### src/rtl/dma_axi_arb_if.sv
// Bus bundles around the DMA arbiter: the requester-facing side and
// the DMA-native side, each with a master and a slave view.

`ifndef AXI_ADDR_W
`define AXI_ADDR_W 32
`endif
`ifndef AXI_LEN_W
`define AXI_LEN_W 8
`endif

interface dma_axi_arb_req_if #(
    parameter int N_REQ      = 2,
    parameter int DMA_DATA_W = 32,
    parameter int AXI_ADDR_W = `AXI_ADDR_W,
    parameter int AXI_LEN_W  = `AXI_LEN_W
);
    localparam int STRB_W = DMA_DATA_W / 8;

    logic [N_REQ-1:0]            req_valid;
    logic [N_REQ*AXI_ADDR_W-1:0] req_address;
    logic [N_REQ*DMA_DATA_W-1:0] req_wdata;
    logic [N_REQ*STRB_W-1:0]     req_wstrb;
    logic [N_REQ*AXI_LEN_W-1:0]  req_len;
    logic [DMA_DATA_W-1:0]       req_rdata;
    logic [N_REQ-1:0]            req_ready;

    // The requesting cores drive the request fields.
    modport master (
        output req_valid, req_address, req_wdata, req_wstrb, req_len,
        input  req_rdata, req_ready
    );

    // The arbiter consumes requests and returns data/ready.
    modport slave (
        input  req_valid, req_address, req_wdata, req_wstrb, req_len,
        output req_rdata, req_ready
    );
endinterface

interface dma_axi_arb_dma_if #(
    parameter int DMA_DATA_W = 32,
    parameter int AXI_ADDR_W = `AXI_ADDR_W,
    parameter int AXI_LEN_W  = `AXI_LEN_W
);
    localparam int STRB_W = DMA_DATA_W / 8;

    logic                  valid;
    logic [AXI_ADDR_W-1:0] address;
    logic [DMA_DATA_W-1:0] wdata;
    logic [STRB_W-1:0]     wstrb;
    logic [AXI_LEN_W-1:0]  dma_len;
    logic [DMA_DATA_W-1:0] rdata;
    logic                  ready;
    logic                  dma_ready;
    logic                  error;

    // The arbiter issues accesses toward the DMA engine.
    modport master (
        output valid, address, wdata, wstrb, dma_len,
        input  rdata, ready, dma_ready, error
    );

    // The DMA engine answers the accesses.
    modport slave (
        input  valid, address, wdata, wstrb, dma_len,
        output rdata, ready, dma_ready, error
    );
endinterface

### src/rtl/dma_axi_arb.sv
// Round-robin arbiter sharing the single DMA native port between N_REQ
// requesters. A grant is held for a whole burst (dma_len+1 beats) and
// then until the DMA reports it is idle again.

`ifndef AXI_ADDR_W
`define AXI_ADDR_W 32
`endif
`ifndef AXI_LEN_W
`define AXI_LEN_W 8
`endif

module dma_axi_arb #(
    parameter int N_REQ      = 2,
    parameter int DMA_DATA_W = 32,
    parameter int AXI_ADDR_W = `AXI_ADDR_W,
    parameter int AXI_LEN_W  = `AXI_LEN_W
) (
    input  logic                    clk,
    input  logic                    rst_n,
    dma_axi_arb_req_if.slave        req,
    dma_axi_arb_dma_if.master       dma,
    output logic [N_REQ-1:0]        grant_o,
    output logic                    busy_o,
    output logic [2:0]              err_id_o
);

    localparam int IDX_W  = (N_REQ > 1) ? $clog2(N_REQ) : 1;
    localparam int STRB_W = DMA_DATA_W / 8;
    localparam int CNT_W  = AXI_LEN_W + 1;

    typedef enum logic [1:0] {
        IDLE  = 2'd0,
        BURST = 2'd1,
        DRAIN = 2'd2
    } state_t;

    state_t                 state_q, state_d;
    logic [N_REQ-1:0]       grant_q, grant_d;
    logic [IDX_W-1:0]       gidx_q, gidx_d;
    logic [IDX_W-1:0]       rr_q, rr_d;
    logic [CNT_W-1:0]       cnt_q, cnt_d;
    logic [AXI_LEN_W-1:0]   dma_len_q, dma_len_d;
    logic [2:0]             err_id_q, err_id_d;

    logic                   pick_found;
    logic [IDX_W-1:0]       pick_idx;
    logic [IDX_W-1:0]       next_rr;
    logic                   beat;

    // Round-robin scan: first requester at or after the rr pointer wins.
    always_comb begin
        pick_found = 1'b0;
        pick_idx   = '0;
        for (int k = 0; k < N_REQ; k++) begin
            if (!pick_found && req.req_valid[(int'(rr_q) + k) % N_REQ]) begin
                pick_found = 1'b1;
                pick_idx   = IDX_W'((int'(rr_q) + k) % N_REQ);
            end
        end
    end

    // Pointer value used when the current owner releases the port.
    always_comb begin
        next_rr = '0;
        if (gidx_q != IDX_W'(N_REQ - 1)) begin
            next_rr = gidx_q + IDX_W'(1);
        end
    end

    // Forward the owner's request to the DMA only while a burst is open.
    always_comb begin
        dma.valid     = 1'b0;
        dma.address   = '0;
        dma.wdata     = '0;
        dma.wstrb     = '0;
        req.req_ready = '0;
        req.req_rdata = '0;
        if (state_q == BURST) begin
            dma.valid     = req.req_valid[gidx_q];
            dma.address   = req.req_address[int'(gidx_q)*AXI_ADDR_W +: AXI_ADDR_W];
            dma.wdata     = req.req_wdata[int'(gidx_q)*DMA_DATA_W +: DMA_DATA_W];
            dma.wstrb     = req.req_wstrb[int'(gidx_q)*STRB_W +: STRB_W];
            req.req_rdata = dma.rdata;
            req.req_ready[gidx_q] = dma.ready;
        end
    end

    assign beat        = dma.valid & dma.ready;
    assign dma.dma_len = dma_len_q;
    assign grant_o     = grant_q;
    assign busy_o      = (state_q != IDLE);
    assign err_id_o    = err_id_q;

    // Next-state logic: arbitrate in IDLE, count beats in BURST, wait for the DMA in DRAIN.
    always_comb begin
        state_d   = state_q;
        grant_d   = grant_q;
        gidx_d    = gidx_q;
        rr_d      = rr_q;
        cnt_d     = cnt_q;
        dma_len_d = dma_len_q;
        err_id_d  = err_id_q;

        unique case (state_q)
            IDLE: begin
                if (dma.dma_ready && pick_found) begin
                    state_d            = BURST;
                    gidx_d             = pick_idx;
                    grant_d            = '0;
                    grant_d[pick_idx]  = 1'b1;
                    dma_len_d          = req.req_len[int'(pick_idx)*AXI_LEN_W +: AXI_LEN_W];
                    cnt_d              = '0;
                end
            end
            BURST: begin
                if (dma.error) begin
                    state_d  = IDLE;
                    err_id_d = 3'(gidx_q);
                    rr_d     = next_rr;
                    grant_d  = '0;
                end else if (beat) begin
                    cnt_d = cnt_q + CNT_W'(1);
                    if (cnt_q == {1'b0, dma_len_q}) begin
                        state_d = DRAIN;
                    end
                end
            end
            DRAIN: begin
                if (dma.error) begin
                    state_d  = IDLE;
                    err_id_d = 3'(gidx_q);
                    rr_d     = next_rr;
                    grant_d  = '0;
                end else if (dma.dma_ready) begin
                    state_d = IDLE;
                    rr_d    = next_rr;
                    grant_d = '0;
                end
            end
            default: begin
                state_d = IDLE;
                grant_d = '0;
            end
        endcase
    end

    // State and bookkeeping registers; reset drops any open burst at once.
    always_ff @(posedge clk or negedge rst_n) begin
        if (!rst_n) begin
            state_q   <= IDLE;
            grant_q   <= '0;
            gidx_q    <= '0;
            rr_q      <= '0;
            cnt_q     <= '0;
            dma_len_q <= '0;
            err_id_q  <= '0;
        end else begin
            state_q   <= state_d;
            grant_q   <= grant_d;
            gidx_q    <= gidx_d;
            rr_q      <= rr_d;
            cnt_q     <= cnt_d;
            dma_len_q <= dma_len_d;
            err_id_q  <= err_id_d;
        end
    end

endmodule

### src/flat_wrapper.sv
// flat-port wrapper written by rule: the top's interface ports become plain ports
module dma_axi_arb_flat 
#(
    parameter int N_REQ      = 2,
    parameter int DMA_DATA_W = 32,
    parameter int AXI_ADDR_W = `AXI_ADDR_W,
    parameter int AXI_LEN_W  = `AXI_LEN_W
)
  (clk, rst_n, grant_o, busy_o, err_id_o, req_req_valid, req_req_address, req_req_wdata, req_req_wstrb, req_req_len, req_req_rdata, req_req_ready, dma_valid, dma_address, dma_wdata, dma_wstrb, dma_dma_len, dma_rdata, dma_ready, dma_dma_ready, dma_error);
  dma_axi_arb_req_if #(.N_REQ(N_REQ), .DMA_DATA_W(DMA_DATA_W), .AXI_ADDR_W(AXI_ADDR_W), .AXI_LEN_W(AXI_LEN_W)) req_i ();
  dma_axi_arb_dma_if #(.DMA_DATA_W(DMA_DATA_W), .AXI_ADDR_W(AXI_ADDR_W), .AXI_LEN_W(AXI_LEN_W)) dma_i ();
  input  logic clk;
  input  logic rst_n;
  output logic [N_REQ-1:0] grant_o;
  output logic busy_o;
  output logic [2:0] err_id_o;
  input wire logic [$bits(req_i.req_valid)-1:0] req_req_valid;
  input wire logic [$bits(req_i.req_address)-1:0] req_req_address;
  input wire logic [$bits(req_i.req_wdata)-1:0] req_req_wdata;
  input wire logic [$bits(req_i.req_wstrb)-1:0] req_req_wstrb;
  input wire logic [$bits(req_i.req_len)-1:0] req_req_len;
  output wire logic [$bits(req_i.req_rdata)-1:0] req_req_rdata;
  output wire logic [$bits(req_i.req_ready)-1:0] req_req_ready;
  output wire logic [$bits(dma_i.valid)-1:0] dma_valid;
  output wire logic [$bits(dma_i.address)-1:0] dma_address;
  output wire logic [$bits(dma_i.wdata)-1:0] dma_wdata;
  output wire logic [$bits(dma_i.wstrb)-1:0] dma_wstrb;
  output wire logic [$bits(dma_i.dma_len)-1:0] dma_dma_len;
  input wire logic [$bits(dma_i.rdata)-1:0] dma_rdata;
  input wire logic [$bits(dma_i.ready)-1:0] dma_ready;
  input wire logic [$bits(dma_i.dma_ready)-1:0] dma_dma_ready;
  input wire logic [$bits(dma_i.error)-1:0] dma_error;
  assign req_i.req_valid = req_req_valid;
  assign req_i.req_address = req_req_address;
  assign req_i.req_wdata = req_req_wdata;
  assign req_i.req_wstrb = req_req_wstrb;
  assign req_i.req_len = req_req_len;
  assign req_req_rdata = req_i.req_rdata;
  assign req_req_ready = req_i.req_ready;
  assign dma_valid = dma_i.valid;
  assign dma_address = dma_i.address;
  assign dma_wdata = dma_i.wdata;
  assign dma_wstrb = dma_i.wstrb;
  assign dma_dma_len = dma_i.dma_len;
  assign dma_i.rdata = dma_rdata;
  assign dma_i.ready = dma_ready;
  assign dma_i.dma_ready = dma_dma_ready;
  assign dma_i.error = dma_error;
  dma_axi_arb #(.N_REQ(N_REQ), .DMA_DATA_W(DMA_DATA_W), .AXI_ADDR_W(AXI_ADDR_W), .AXI_LEN_W(AXI_LEN_W)) u_core (.clk(clk), .rst_n(rst_n), .req(req_i), .dma(dma_i), .grant_o(grant_o), .busy_o(busy_o), .err_id_o(err_id_o));
endmodule
### config.mk
export PLATFORM = sky130hd
export DESIGN_NAME = dma_axi_arb_flat
export DESIGN_NICKNAME = d
export VERILOG_FILES = /design/src/rtl/dma_axi_arb_if.sv /design/src/rtl/dma_axi_arb.sv /design/src/flat_wrapper.sv
export SDC_FILE = /design/constraint.sdc
export NUM_CORES = 1
export LEC_CHECK = 0
export ABC_AREA = 1
export ABC_CLOCK_PERIOD_IN_PS = 2900
export CAP_MARGIN = 40
export CORE_AREA = 2 2 119 121
export CTS_CLUSTER_SIZE = 20
export DETAILED_ROUTE_END_ITERATION = 8
export DIE_AREA = 0 0 121 123
export DONT_BUFFER_PORTS = 1
export GPL_ROUTABILITY_DRIVEN = 0
export PLACE_DENSITY = 0.36
export SLEW_MARGIN = 15
export SYNTH_ARGS = -nofsm -noshare
export SYNTH_HDL_FRONTEND = slang
export SYNTH_SLANG_ARGS = --single-unit
### constraint.sdc
create_clock -name clk -period 2.9 [get_ports clk]
set_clock_uncertainty 0.05 [all_clocks]
set_input_delay 0.29 -clock clk [delete_from_list [all_inputs] [get_ports clk]]
set_output_delay 0.29 -clock clk [all_outputs]
set_load 0.01 [all_outputs]
==> metrics.txt, run 1 <==
# TYPE chip_impl_metric gauge
chip_impl_info{name="tritoncts_clock_tree",value="done"} 1
chip_impl_metric{name="cp_data_arrival_time",unit="ps"} 2050
chip_impl_metric{name="syn-mean-instance-area",unit="um^2"} 5.35
chip_impl_metric{name="routed-via-count",unit=""} 3181
chip_impl_metric{name="register_area",unit="um^2"} 601
chip_impl_info{name="rsz0062_at_grt",value="no"} 1
chip_impl_metric{name="ys_seq_elements",unit=""} 24
chip_impl_metric{name="antenna_nets_post_route",unit=""} 0
chip_impl_metric{name="first_global_vias",unit=""} 2811
chip_impl_metric{name="iter_0_drt_violations",unit=""} 200
chip_impl_metric{name="r2r_slack",unit="ps"} 990
chip_impl_metric{name="avgRoutedWirePerCell",unit="um"} 15.9
chip_impl_metric{name="h_tree_lvl_count",unit=""} 1
chip_impl_info{name="run_status",value="finished clean"} 1
chip_impl_metric{name="clk-insertion-delay-late",unit="ps"} 260
chip_impl_metric{name="synth_compound_gate_area_share",unit="%"} 8.10
chip_impl_metric{name="synthSimpleGateAreaFrac",unit="%"} 52.1
chip_impl_metric{name="synth-edff-count",unit=""} 0
chip_impl_metric{name="cts_repair_resize_count",unit=""} 0
chip_impl_metric{name="fin_area",unit="um^2"} 3020
chip_impl_metric{name="final_net_count",unit=""} 688
chip_impl_metric{name="clock-sinks",unit=""} 24
chip_impl_info{name="path_class",value="register to output pin"} 1
chip_impl_metric{name="die-width",unit="um"} 121
chip_impl_metric{name="synth-warning-count",unit=""} 0
chip_impl_metric{name="worst-endpoint-required",unit="ps"} 2560
chip_impl_metric{name="setup_total_negative_slack",unit="ps"} 0
chip_impl_info{name="mostFrequentLayoutCells",value="nand2_1 (232), nand3_1 (77), inv_1 (63), nor2_1 (28), dfrtp_1 (24)"} 1
chip_impl_info{name="endpoint_kind",value="output pin"} 1
chip_impl_metric{name="worst_hold_path.num_cells",unit=""} 1
chip_impl_metric{name="setup_viol_count_final",unit=""} 0
chip_impl_metric{name="synthDominantCellAreaShare",unit="%"} 32.0
chip_impl_metric{name="filler_cell_count",unit=""} 1559
chip_impl_metric{name="io_buffers",unit=""} 0
chip_impl_metric{name="sequentialPowerShare",unit="%"} 19.9
chip_impl_metric{name="yosys.area_share.xor_xnor",unit="%"} 1.61
chip_impl_metric{name="report.final.hold_viol_count",unit=""} 0
chip_impl_metric{name="multiInputGateArea",unit="um^2"} 1750
chip_impl_metric{name="cp_slowest_stage_delay",unit="ps"} 490
chip_impl_metric{name="clock_tree.buffer_depth",unit=""} 2
chip_impl_metric{name="finalMaxSlewViolations",unit=""} 0
chip_impl_metric{name="grt_pass1_wl",unit="mm"} 14.8
chip_impl_metric{name="net-switching-power",unit="mW"} 1.90
chip_impl_metric{name="netlist_instances",unit=""} 508
chip_impl_metric{name="start_util",unit="%"} 20.0
chip_impl_metric{name="antenna_found_initial",unit=""} 1
chip_impl_metric{name="final_util",unit="%"} 22.2
chip_impl_metric{name="drc_errors",unit=""} 0
chip_impl_metric{name="mappedNetlistArea",unit="um^2"} 2720
chip_impl_info{name="r2r_endpoint",value="u_core.state_q[1]"} 1
chip_impl_metric{name="post_dp_cell_area",unit="um^2"} 2880
chip_impl_metric{name="max-cap-violations",unit=""} 0
chip_impl_metric{name="synthMuxAreaShare",unit="%"} 0
chip_impl_metric{name="seq_area_frac_synth",unit="%"} 22.1
chip_impl_info{name="post-synth-top-area-cell",value="nand2_1"} 1
chip_impl_metric{name="numCtsBuffers",unit=""} 3
chip_impl_metric{name="pin_count_of_the_biggest_net_entering_global_routing",unit=""} 69
chip_impl_info{name="cpMaxStageDelayCell",value="buf_4"} 1
chip_impl_metric{name="grt_remaining_overflow",unit=""} 0
chip_impl_info{name="cts_root_buffer",value="clkbuf_16"} 1
chip_impl_info{name="critical_path_origin",value="u_core.state_q[1]"} 1
chip_impl_metric{name="crit_share_post_route",unit="%"} 82.6
chip_impl_metric{name="placeableCoreArea",unit="um^2"} 13600
chip_impl_info{name="hold_path.class",value="input pin to register"} 1
chip_impl_metric{name="synthToLayoutAreaGrowth",unit="%"} 10.9
chip_impl_metric{name="worst_ir_drop_vdd",unit="V"} 0.000358
chip_impl_metric{name="p_leak",unit="nW"} 1.76
chip_impl_metric{name="post_cts.repair.setup_buffers",unit=""} 0
chip_impl_info{name="rr_startpoint",value="u_core.state_q[1]"} 1
chip_impl_metric{name="count_of_standard_cell_rows",unit=""} 43
chip_impl_metric{name="share_of_flip_flops_with_an_asynchronous_set_or_reset_after_synthesis",unit="%"} 100
chip_impl_metric{name="wirelength",unit="mm"} 10.7
chip_impl_metric{name="grt_util_all_layers",unit="%"} 12.7
chip_impl_metric{name="finalNonFillerCells",unit=""} 673
chip_impl_metric{name="max_freq",unit="GHz"} 0.418
chip_impl_metric{name="p_int",unit="mW"} 1.23
chip_impl_metric{name="die_height",unit="um"} 123
chip_impl_info{name="yosys-top-cells-area",value="nand2_1 (32%), dfrtp_1 (22%), nand3_1 (14%)"} 1
chip_impl_metric{name="dp.final_hpwl",unit="mm"} 8.82
chip_impl_metric{name="final.min_clock_period",unit="ps"} 2390
chip_impl_metric{name="p_clk_share",unit="%"} 11.0
chip_impl_metric{name="worst-path-max-fanout",unit=""} 52
chip_impl_info{name="timing.hold.worst.start",value="dma_error"} 1
chip_impl_metric{name="drive_gt1_share",unit="%"} 4.67
chip_impl_info{name="min_to",value="u_core.err_id_o[0]"} 1
chip_impl_metric{name="synth.distinct_cells",unit=""} 28
chip_impl_metric{name="drtPass1Iterations",unit=""} 5
chip_impl_metric{name="route.detailed.vias_per_inst",unit=""} 4.73
chip_impl_metric{name="finalPower",unit="mW"} 3.13
chip_impl_info{name="mostFrequentLayoutCell",value="nand2_1"} 1
chip_impl_info{name="setup.worst_path.start_class",value="register"} 1
chip_impl_metric{name="power_per_cell_area",unit="nW/um^2"} 1040
chip_impl_metric{name="placedCellCount",unit=""} 665
chip_impl_metric{name="die-area",unit="um^2"} 14900
chip_impl_metric{name="clkTransAtPathRegs",unit="ps"} 70
chip_impl_info{name="crit_path_cell_trace",value="inv_1, ha_4, buf_4, nand2_1, nor2_1"} 1
chip_impl_metric{name="comb_power_share",unit="%"} 69.1
chip_impl_info{name="synth_top_family_by_area",value="simple AND/OR/NAND/NOR gates"} 1
chip_impl_metric{name="worst_r2r_path_depth",unit=""} 9
chip_impl_metric{name="power.switching_fraction",unit="%"} 60.6
chip_impl_info{name="dominantRegCellSynth",value="dfrtp_1"} 1
chip_impl_metric{name="ios",unit=""} 308
chip_impl_metric{name="synth_fa_ha_area_share",unit="%"} 1.84
==> synth_stat cells (4+ instances only) <==
library cell and count:
buf_2 7, buf_4 5, clkbuf_1 17, dfrtp_1 24, ha_1 4, inv_1 64
nand2_1 232, nand3_1 77, nor2_1 28, o21ai_0 14, o21ai_1 5, o22ai_1 9
xor2_1 4
==> worst max-delay path, delay by kind of cell (launching register included) <==
family,cells,cell delay [ps]
simple gates,2,420
fa+ha+maj,1,340
flops,1,400
buf+inv,2,600
==> stage by stage <==
stage,setup slack [ps],hold slack [ps]
2_1_floorplan,1240,-55.6
3_3_place_gp,804,-55.0
3_5_place_dp,789,-55.0
4_1_cts,487,78.8
5_1_grt,368,83.1
6_report,505,82.3
==> metal layers <==
layer	up-vias	global-route usage (%)	wire, um
li1	1529	-	-
met1	1433	16.4	4340
met2	207	22.0	5320
met3	12	1.43	844
met4	0	4.07	223
met5	-	0	0
==> power groups by stage <==
stage	Sequential [mW]	Clock (mW)	Combinational, mW
after floorplan	0.575	0	1.76
after global placement	0.637	0	2.14
after detailed placement	0.637	0	2.15
after CTS	0.632	0.353	2.17
after global routing	0.646	0.373	2.45
final	0.624	0.344	2.17
==> repair_timing <==
action,in CTS,in global routing
endpoints found under the hold margin,24,0
hold buffers,2,0
endpoints found under the setup margin,0,0
==> cell families (layout without fill, tap and decap cells) <==
logic type,Yosys count,after routing
DFF,24,24
adders and majority gates,4,4
other,1,3
AOI/OAI and AO/OA,36,36
xor gates and xnor gates,5,5
and+or+nand+nor,343,343
buffers and inverters,95,78
==> registers in the layout, summed over array words and instances, names as in the netlist <==
name / flops
u_core.cnt_q: 9
u_core.dma.dma_len: 8
u_core.err_id_o: 1
u_core.gidx_q: 1
u_core.grant_o: 2
u_core.rr_q: 1
u_core.state_q: 2
==> worst max-delay path by stage <==
stage / to / slack [ps] / cells after the start
global placement: req_req_ready[0] / 800 / 5
finish: req_req_ready[0] / 510 / 5
CTS: req_req_ready[0] / 490 / 5
global route: req_req_ready[0] / 370 / 5
floorplan: dma_address[30] / 1240 / 7
detailed placement: req_req_ready[0] / 790 / 5
==> area by class of cell <==
type / instances / area share, %
inverter: 66 / 8.21
tap: 180 / 7.47
multi-input combinational: 390 / 58.1
clock buffer: 4 / 2.94
timing repair buffer: 8 / 3.32
antenna: 1 / 0.0830
sequential: 24 / 19.9
(Power assumes the default switching activity.)
==> run 2, diff against run 1 <==
--- a/config.mk
+++ b/config.mk
@@ -6,12 +6,12 @@
 export NUM_CORES = 1
 export LEC_CHECK = 0
 export ABC_AREA = 1
-export ABC_CLOCK_PERIOD_IN_PS = 2900
+export ABC_CLOCK_PERIOD_IN_PS = 2300
 export CAP_MARGIN = 40
-export CORE_AREA = 2 2 119 121
+export CORE_AREA = 2 2 120 122
 export CTS_CLUSTER_SIZE = 20
 export DETAILED_ROUTE_END_ITERATION = 8
-export DIE_AREA = 0 0 121 123
+export DIE_AREA = 0 0 122 124
 export DONT_BUFFER_PORTS = 1
 export GPL_ROUTABILITY_DRIVEN = 0
 export PLACE_DENSITY = 0.36
==> constraint.sdc (replaced) <==
create_clock -name clk -period 2.3 [get_ports clk]
set_clock_uncertainty 0.05 [all_clocks]
set_input_delay 0.23 -clock clk [delete_from_list [all_inputs] [get_ports clk]]
set_output_delay 0.23 -clock clk [all_outputs]
set_load 0.01 [all_outputs]
==> metrics.txt, run 2 (same netlist as run 1, synthesis figures left out) <==
# TYPE chip_impl_metric gauge
chip_impl_metric{name="die_height",unit="um"} 124
chip_impl_info{name="endpoint_kind",value="output pin"} 1
chip_impl_metric{name="final_critical_path_setup_slack",unit="ps"} 229
chip_impl_metric{name="finalMaxSlewViolations",unit=""} 0
chip_impl_metric{name="count_of_standard_cell_rows",unit=""} 43
chip_impl_metric{name="final_net_count",unit=""} 687
chip_impl_metric{name="grt_pass1_wl",unit="mm"} 13.9
chip_impl_metric{name="clkTransAtPathRegs",unit="ps"} 60
chip_impl_metric{name="ios",unit=""} 308
chip_impl_metric{name="report.final.hold_viol_count",unit=""} 0
chip_impl_metric{name="drive_gt1_share",unit="%"} 4.48
chip_impl_metric{name="cp_slowest_stage_delay",unit="ps"} 450
chip_impl_metric{name="setup_total_negative_slack",unit="ps"} 0
chip_impl_metric{name="final.min_clock_period",unit="ps"} 2070
chip_impl_metric{name="antenna_found_initial",unit=""} 1
chip_impl_metric{name="max_freq",unit="GHz"} 0.483
chip_impl_metric{name="dp.final_hpwl",unit="mm"} 8.86
chip_impl_metric{name="cts_repair_resize_count",unit=""} 0
chip_impl_metric{name="drtPass1Iterations",unit=""} 4
chip_impl_metric{name="grt_remaining_overflow",unit=""} 0
chip_impl_metric{name="drc_errors",unit=""} 0
chip_impl_metric{name="power_per_cell_area",unit="nW/um^2"} 1300
chip_impl_metric{name="fin_area",unit="um^2"} 3010
chip_impl_info{name="mostFrequentLayoutCells",value="nand2_1 (232), nand3_1 (77), inv_1 (63), nor2_1 (28), dfrtp_1 (24)"} 1
chip_impl_metric{name="filler_cell_count",unit=""} 1575
chip_impl_metric{name="post_dp_cell_area",unit="um^2"} 2890
chip_impl_metric{name="max-cap-violations",unit=""} 0
chip_impl_info{name="rsz0062_at_grt",value="no"} 1
chip_impl_metric{name="h_tree_lvl_count",unit=""} 1
chip_impl_metric{name="setup_viol_count_final",unit=""} 0
chip_impl_info{name="crit_path_cell_trace",value="inv_1, ha_4, buf_4, nand3_1, nand2_1"} 1
chip_impl_info{name="cts_root_buffer",value="clkbuf_16"} 1
chip_impl_metric{name="multiInputGateArea",unit="um^2"} 1750
chip_impl_metric{name="worstPathBufferInverterCount",unit=""} 2
chip_impl_info{name="mostFrequentLayoutCell",value="nand2_1"} 1
chip_impl_metric{name="iter_0_drt_violations",unit=""} 211
chip_impl_metric{name="grt_util_all_layers",unit="%"} 12.0
chip_impl_metric{name="finalNonFillerCells",unit=""} 672
chip_impl_info{name="path_class",value="register to output pin"} 1
chip_impl_metric{name="wirelength",unit="mm"} 10.5
chip_impl_metric{name="worst_ir_drop_vdd",unit="V"} 0.000353
chip_impl_metric{name="p_leak",unit="nW"} 1.76
chip_impl_metric{name="placedCellCount",unit=""} 665
chip_impl_metric{name="timing_worst_slew_pin_value",unit="ps"} 514
chip_impl_metric{name="crit_share_post_route",unit="%"} 90.0
chip_impl_info{name="setup.worst_path.start_class",value="register"} 1
chip_impl_info{name="critical-path-top-delay-family",value="buffers and inverters"} 1
chip_impl_metric{name="clock_tree.buffer_depth",unit=""} 2
chip_impl_metric{name="placeableCoreArea",unit="um^2"} 13700
chip_impl_metric{name="largest_register_ffs",unit=""} 9
chip_impl_info{name="hold_path.class",value="input pin to register"} 1
chip_impl_metric{name="routed-via-count",unit=""} 3099
chip_impl_metric{name="route.detailed.vias_per_inst",unit=""} 4.61
chip_impl_metric{name="io_buffers",unit=""} 0
chip_impl_metric{name="die-area",unit="um^2"} 15100
chip_impl_metric{name="cp_data_arrival_time",unit="ps"} 1790
chip_impl_metric{name="clk-insertion-delay-late",unit="ps"} 260
chip_impl_metric{name="avgRoutedWirePerCell",unit="um"} 15.7
chip_impl_metric{name="synthToLayoutAreaGrowth",unit="%"} 10.6
chip_impl_metric{name="worst-endpoint-required",unit="ps"} 2020
chip_impl_metric{name="register_area",unit="um^2"} 601
chip_impl_metric{name="first_global_vias",unit=""} 2584
chip_impl_info{name="rr_startpoint",value="u_core.state_q[1]"} 1
chip_impl_metric{name="numCtsBuffers",unit=""} 3
chip_impl_metric{name="start_util",unit="%"} 19.8
chip_impl_metric{name="dpl_worst_slack",unit="ps"} 532
chip_impl_metric{name="clock-sinks",unit=""} 24
chip_impl_info{name="tritoncts_clock_tree",value="done"} 1
chip_impl_metric{name="antenna_nets_post_route",unit=""} 0
chip_impl_metric{name="die-width",unit="um"} 122
chip_impl_info{name="run_status",value="finished clean"} 1
chip_impl_info{name="timing.hold.worst.start",value="dma_error"} 1
chip_impl_info{name="registers.top_by_ff_count",value="u_core.cnt_q"} 1
chip_impl_info{name="cpMaxStageDelayCell",value="buf_4"} 1
chip_impl_info{name="critical_path_origin",value="u_core.state_q[1]"} 1
chip_impl_metric{name="timing.slew.headroom",unit="%"} 65.7
chip_impl_metric{name="worst-path-max-fanout",unit=""} 53
chip_impl_metric{name="pin_count_of_the_biggest_net_entering_global_routing",unit=""} 69
-- run 2: changes by cell type in the layout (fill, tap and decap cells not counted), sizes merged --
cell,before,now
buf,7,6
-- run 2: metal layers --
layer  global-route usage [%]  routed length, um  share of wire, %  vias up
li1                         -                  -                 -     1534
met1                     14.8               4120                39     1364
met2                     21.0               5300                50      188
met3                     2.11                817               7.8       13
met4                     4.31                284               2.7        0
met5                        0                  0                 0        -
-- run 2: timing repair --
| action | 4_1_cts | 5_1_grt |
|---|---|---|
| hold endpoints to repair | 24 | 0 |
| setup buffers | 0 | 0 |
| hold buffers | 2 | 0 |
| setup endpoints to repair | 0 | 0 |
-- run 2: final cells by class --
class	instances	area share [%]
inverter	66	8.23
tap	180	7.48
multi-input combinational	390	58.2
clock buffer	4	2.95
timing repair buffer	7	3.08
antenna	1	0.0832
sequential	24	20.0
-- run 2: report_power, final --
| group | leakage [nW] | internal, mW | switching [mW] |
|---|---|---|---|
| logic | 1.41 | 0.703 | 1.99 |
| clock network | 0.0442 | 0.266 | 0.161 |
| registers | 0.309 | 0.569 | 0.216 |
| total | 1.76 | 1.54 | 2.37 |
-- run 2: worst reg2reg max path, delay by kind of cell (launching register included) --
kind	cells	cell delay (ps)
AOI/OAI and AO/OA	2	280
buffers and inverters	2	320
and+or+nand+nor	1	330
adders and majority gates	1	280
DFF	1	400
-- run 2: final timing paths --
check	endpoint	slack, ps	cells past startpoint
min	u_core.err_id_o[0]	20	1
max	dma_wdata[29]	230	5
min reg2reg	u_core.state_q[1]	500	2
max in group asynchronous	u_core.cnt_q[3]	1680	2
min in group asynchronous	u_core.dma.dma_len[5]	370	2
max reg2reg	u_core.dma.dma_len[5]	560	6
-- run 2: stage by stage --
step                      hold WS (ps)  power, mW  util [%]
after floorplan                   -116       2.95         -
after global placement            -115       3.51      21.0
after detailed placement          -115       3.51      21.0
after CTS                         12.4       3.97      21.9
after global routing              25.3       4.34      21.9
final                             19.9       3.91      21.9
==> run 3, diff against run 2 <==
--- a/config.mk
+++ b/config.mk
@@ -6,12 +6,12 @@
 export NUM_CORES = 1
 export LEC_CHECK = 0
 export ABC_AREA = 1
-export ABC_CLOCK_PERIOD_IN_PS = 2300
+export ABC_CLOCK_PERIOD_IN_PS = 2700
 export CAP_MARGIN = 40
-export CORE_AREA = 2 2 120 122
+export CORE_AREA = 2 2 119 121
 export CTS_CLUSTER_SIZE = 20
 export DETAILED_ROUTE_END_ITERATION = 8
-export DIE_AREA = 0 0 122 124
+export DIE_AREA = 0 0 121 123
 export DONT_BUFFER_PORTS = 1
 export GPL_ROUTABILITY_DRIVEN = 0
 export PLACE_DENSITY = 0.36
==> constraint.sdc (replaced) <==
create_clock -name clk -period 2.7 [get_ports clk]
set_clock_uncertainty 0.05 [all_clocks]
set_input_delay 0.27 -clock clk [delete_from_list [all_inputs] [get_ports clk]]
set_output_delay 0.27 -clock clk [all_outputs]
set_load 0.01 [all_outputs]
==> metrics.txt, run 3 (same netlist as run 1, synthesis figures left out) <==
# TYPE chip_impl_metric gauge
chip_impl_metric{name="p_leak",unit="nW"} 1.76
chip_impl_metric{name="antenna_cells",unit=""} 0
chip_impl_metric{name="iter_0_drt_violations",unit=""} 217
chip_impl_metric{name="die-area",unit="um^2"} 14900
chip_impl_metric{name="grt_remaining_overflow",unit=""} 0
chip_impl_metric{name="drive_gt1_share",unit="%"} 4.48
chip_impl_metric{name="pin_count_of_the_biggest_net_entering_global_routing",unit=""} 70
chip_impl_metric{name="placeableCoreArea",unit="um^2"} 13600
chip_impl_metric{name="grt_util_all_layers",unit="%"} 11.9
chip_impl_metric{name="io_buffers",unit=""} 0
chip_impl_info{name="rsz0062_at_grt",value="no"} 1
chip_impl_info{name="rr_startpoint",value="u_core.state_q[0]"} 1
chip_impl_metric{name="numCtsBuffers",unit=""} 3
chip_impl_metric{name="grt_pass1_wl",unit="mm"} 13.9
chip_impl_metric{name="max-cap-violations",unit=""} 0
chip_impl_metric{name="clock-sinks",unit=""} 24
chip_impl_metric{name="setup_total_negative_slack",unit="ps"} 0
chip_impl_info{name="mostFrequentLayoutCell",value="nand2_1"} 1
chip_impl_info{name="critical_path_origin",value="u_core.state_q[1]"} 1
chip_impl_metric{name="worstPathBufferInverterCount",unit=""} 3
chip_impl_metric{name="first_global_vias",unit=""} 2650
chip_impl_metric{name="dp.final_hpwl",unit="mm"} 8.75
chip_impl_info{name="timing.hold.worst.start",value="dma_error"} 1
chip_impl_metric{name="largest_register_ffs",unit=""} 9
chip_impl_metric{name="ios",unit=""} 308
chip_impl_metric{name="synthToLayoutAreaGrowth",unit="%"} 10.7
chip_impl_info{name="cpMaxStageDelayCell",value="dfrtp_1"} 1
chip_impl_metric{name="cp_data_arrival_time",unit="ps"} 2030
chip_impl_metric{name="cp_slowest_stage_delay",unit="ps"} 400
chip_impl_metric{name="power_per_cell_area",unit="nW/um^2"} 1130
chip_impl_info{name="endpoint_kind",value="output pin"} 1
chip_impl_metric{name="wirelength",unit="mm"} 10.5
chip_impl_metric{name="final_net_count",unit=""} 687
chip_impl_info{name="setup.worst_path.start_class",value="register"} 1
chip_impl_metric{name="h_tree_lvl_count",unit=""} 1
chip_impl_info{name="mostFrequentLayoutCells",value="nand2_1 (232), nand3_1 (77), inv_1 (63), nor2_1 (28), dfrtp_1 (24)"} 1
chip_impl_metric{name="clkTransAtPathRegs",unit="ps"} 60
chip_impl_metric{name="final.min_clock_period",unit="ps"} 2350
chip_impl_info{name="path_class",value="register to output pin"} 1
chip_impl_metric{name="crit_share_post_route",unit="%"} 86.9
chip_impl_metric{name="routed-via-count",unit=""} 3231
chip_impl_metric{name="drc_errors",unit=""} 0
chip_impl_metric{name="die-width",unit="um"} 121
chip_impl_metric{name="avgRoutedWirePerCell",unit="um"} 15.7
chip_impl_info{name="crit_path_cell_trace",value="inv_1, ha_4, nand2_1, inv_2, buf_4, nand2_1, nand2_1"} 1
chip_impl_metric{name="final.hold.worst_slack",unit="ps"} 65.2
chip_impl_info{name="hold_path.class",value="input pin to register"} 1
chip_impl_metric{name="filler_cell_count",unit=""} 1545
chip_impl_metric{name="max_freq",unit="GHz"} 0.426
chip_impl_metric{name="cts_repair_resize_count",unit=""} 0
chip_impl_info{name="registers.top_by_ff_count",value="u_core.cnt_q"} 1
chip_impl_metric{name="start_util",unit="%"} 20.0
chip_impl_metric{name="worst-path-max-fanout",unit=""} 31
chip_impl_metric{name="antenna_found_initial",unit=""} 0
chip_impl_metric{name="finalMaxSlewViolations",unit=""} 0
chip_impl_metric{name="finalPower",unit="mW"} 3.41
chip_impl_metric{name="r2r_slack",unit="ps"} 860
chip_impl_info{name="tritoncts_clock_tree",value="done"} 1
chip_impl_info{name="run_status",value="finished clean"} 1
chip_impl_metric{name="clock_tree.buffer_depth",unit=""} 2
chip_impl_metric{name="route.detailed.vias_per_inst",unit=""} 4.82
chip_impl_metric{name="report.final.hold_viol_count",unit=""} 0
chip_impl_info{name="critical-path-top-delay-family",value="buffers and inverters"} 1
chip_impl_metric{name="die_height",unit="um"} 123
chip_impl_metric{name="antenna_nets_post_route",unit=""} 0
chip_impl_info{name="cts_root_buffer",value="clkbuf_16"} 1
chip_impl_metric{name="count_of_standard_cell_rows",unit=""} 43
chip_impl_info{name="critPathMostFrequentCell",value="nand2_1"} 1
chip_impl_metric{name="setup_viol_count_final",unit=""} 0
chip_impl_metric{name="clk-insertion-delay-late",unit="ps"} 260
chip_impl_metric{name="worst_ir_drop_vdd",unit="V"} 0.000253
chip_impl_metric{name="drtPass1Iterations",unit=""} 7
chip_impl_metric{name="worst-endpoint-required",unit="ps"} 2380
chip_impl_metric{name="final_util",unit="%"} 22.1
-- run 3: final timing paths --
path                       cells after the start               endpoint
max                                            7          dma_wdata[29]
min                                            1     u_core.err_id_o[0]
max reg2reg                                    6  u_core.dma.dma_len[1]
min reg2reg                                    2      u_core.state_q[1]
max in group asynchronous                      2      u_core.state_q[0]
min in group asynchronous                      2  u_core.dma.dma_len[7]
-- run 3: worst register-to-register path, cell delays in order, from the launching register on --
cell     delay (ps)
dfrtp_1         430
inv_1           100
ha_1            270
inv_1           220
nor2_4          380
o21ai_0         150
o22ai_1         170
-- run 3: what timing repair did --
action	in CTS	in global routing
hold buffers	2	0
hold endpoints to repair	24	0
setup buffers	0	0
-- run 3: final cells by class --
| class | count | area (um^2) | share of cell area [%] |
|---|---|---|---|
| clock inverters | 1 | 30.0 | 0.998 |
| inverters | 66 | 248 | 8.23 |
| repair buffers | 7 | 80.1 | 2.66 |
| flip-flops and latches | 24 | 601 | 20.0 |
| well taps | 180 | 225 | 7.48 |
| multi-input cells | 390 | 1750 | 58.2 |
| clock buffers | 3 | 75.1 | 2.49 |
-- run 3: metrics by stage --
| stage | std cells | area (um^2) | setup WS [ps] |
|---|---|---|---|
| final | 671 | 3010 | 352 |
| after global routing | 671 | 3010 | 167 |
| after CTS | 671 | 3010 | 345 |
| after detailed placement | 665 | 2880 | 623 |
| after global placement | 665 | 2880 | 694 |
| after floorplan | 509 | 2720 | 1060 |
-- run 3: per-layer routing --
metal | track usage [%] | wire, um
met3 | 1.43 | 872
met1 | 14.9 | 4090
met5 | 0 | 0
met2 | 21.5 | 5380
met4 | 3.71 | 197
-- run 3: power breakdown --
group | switching [mW] | internal, mW
sequential | 0.188 | 0.484
clock | 0.144 | 0.295
combinational | 1.71 | 0.587
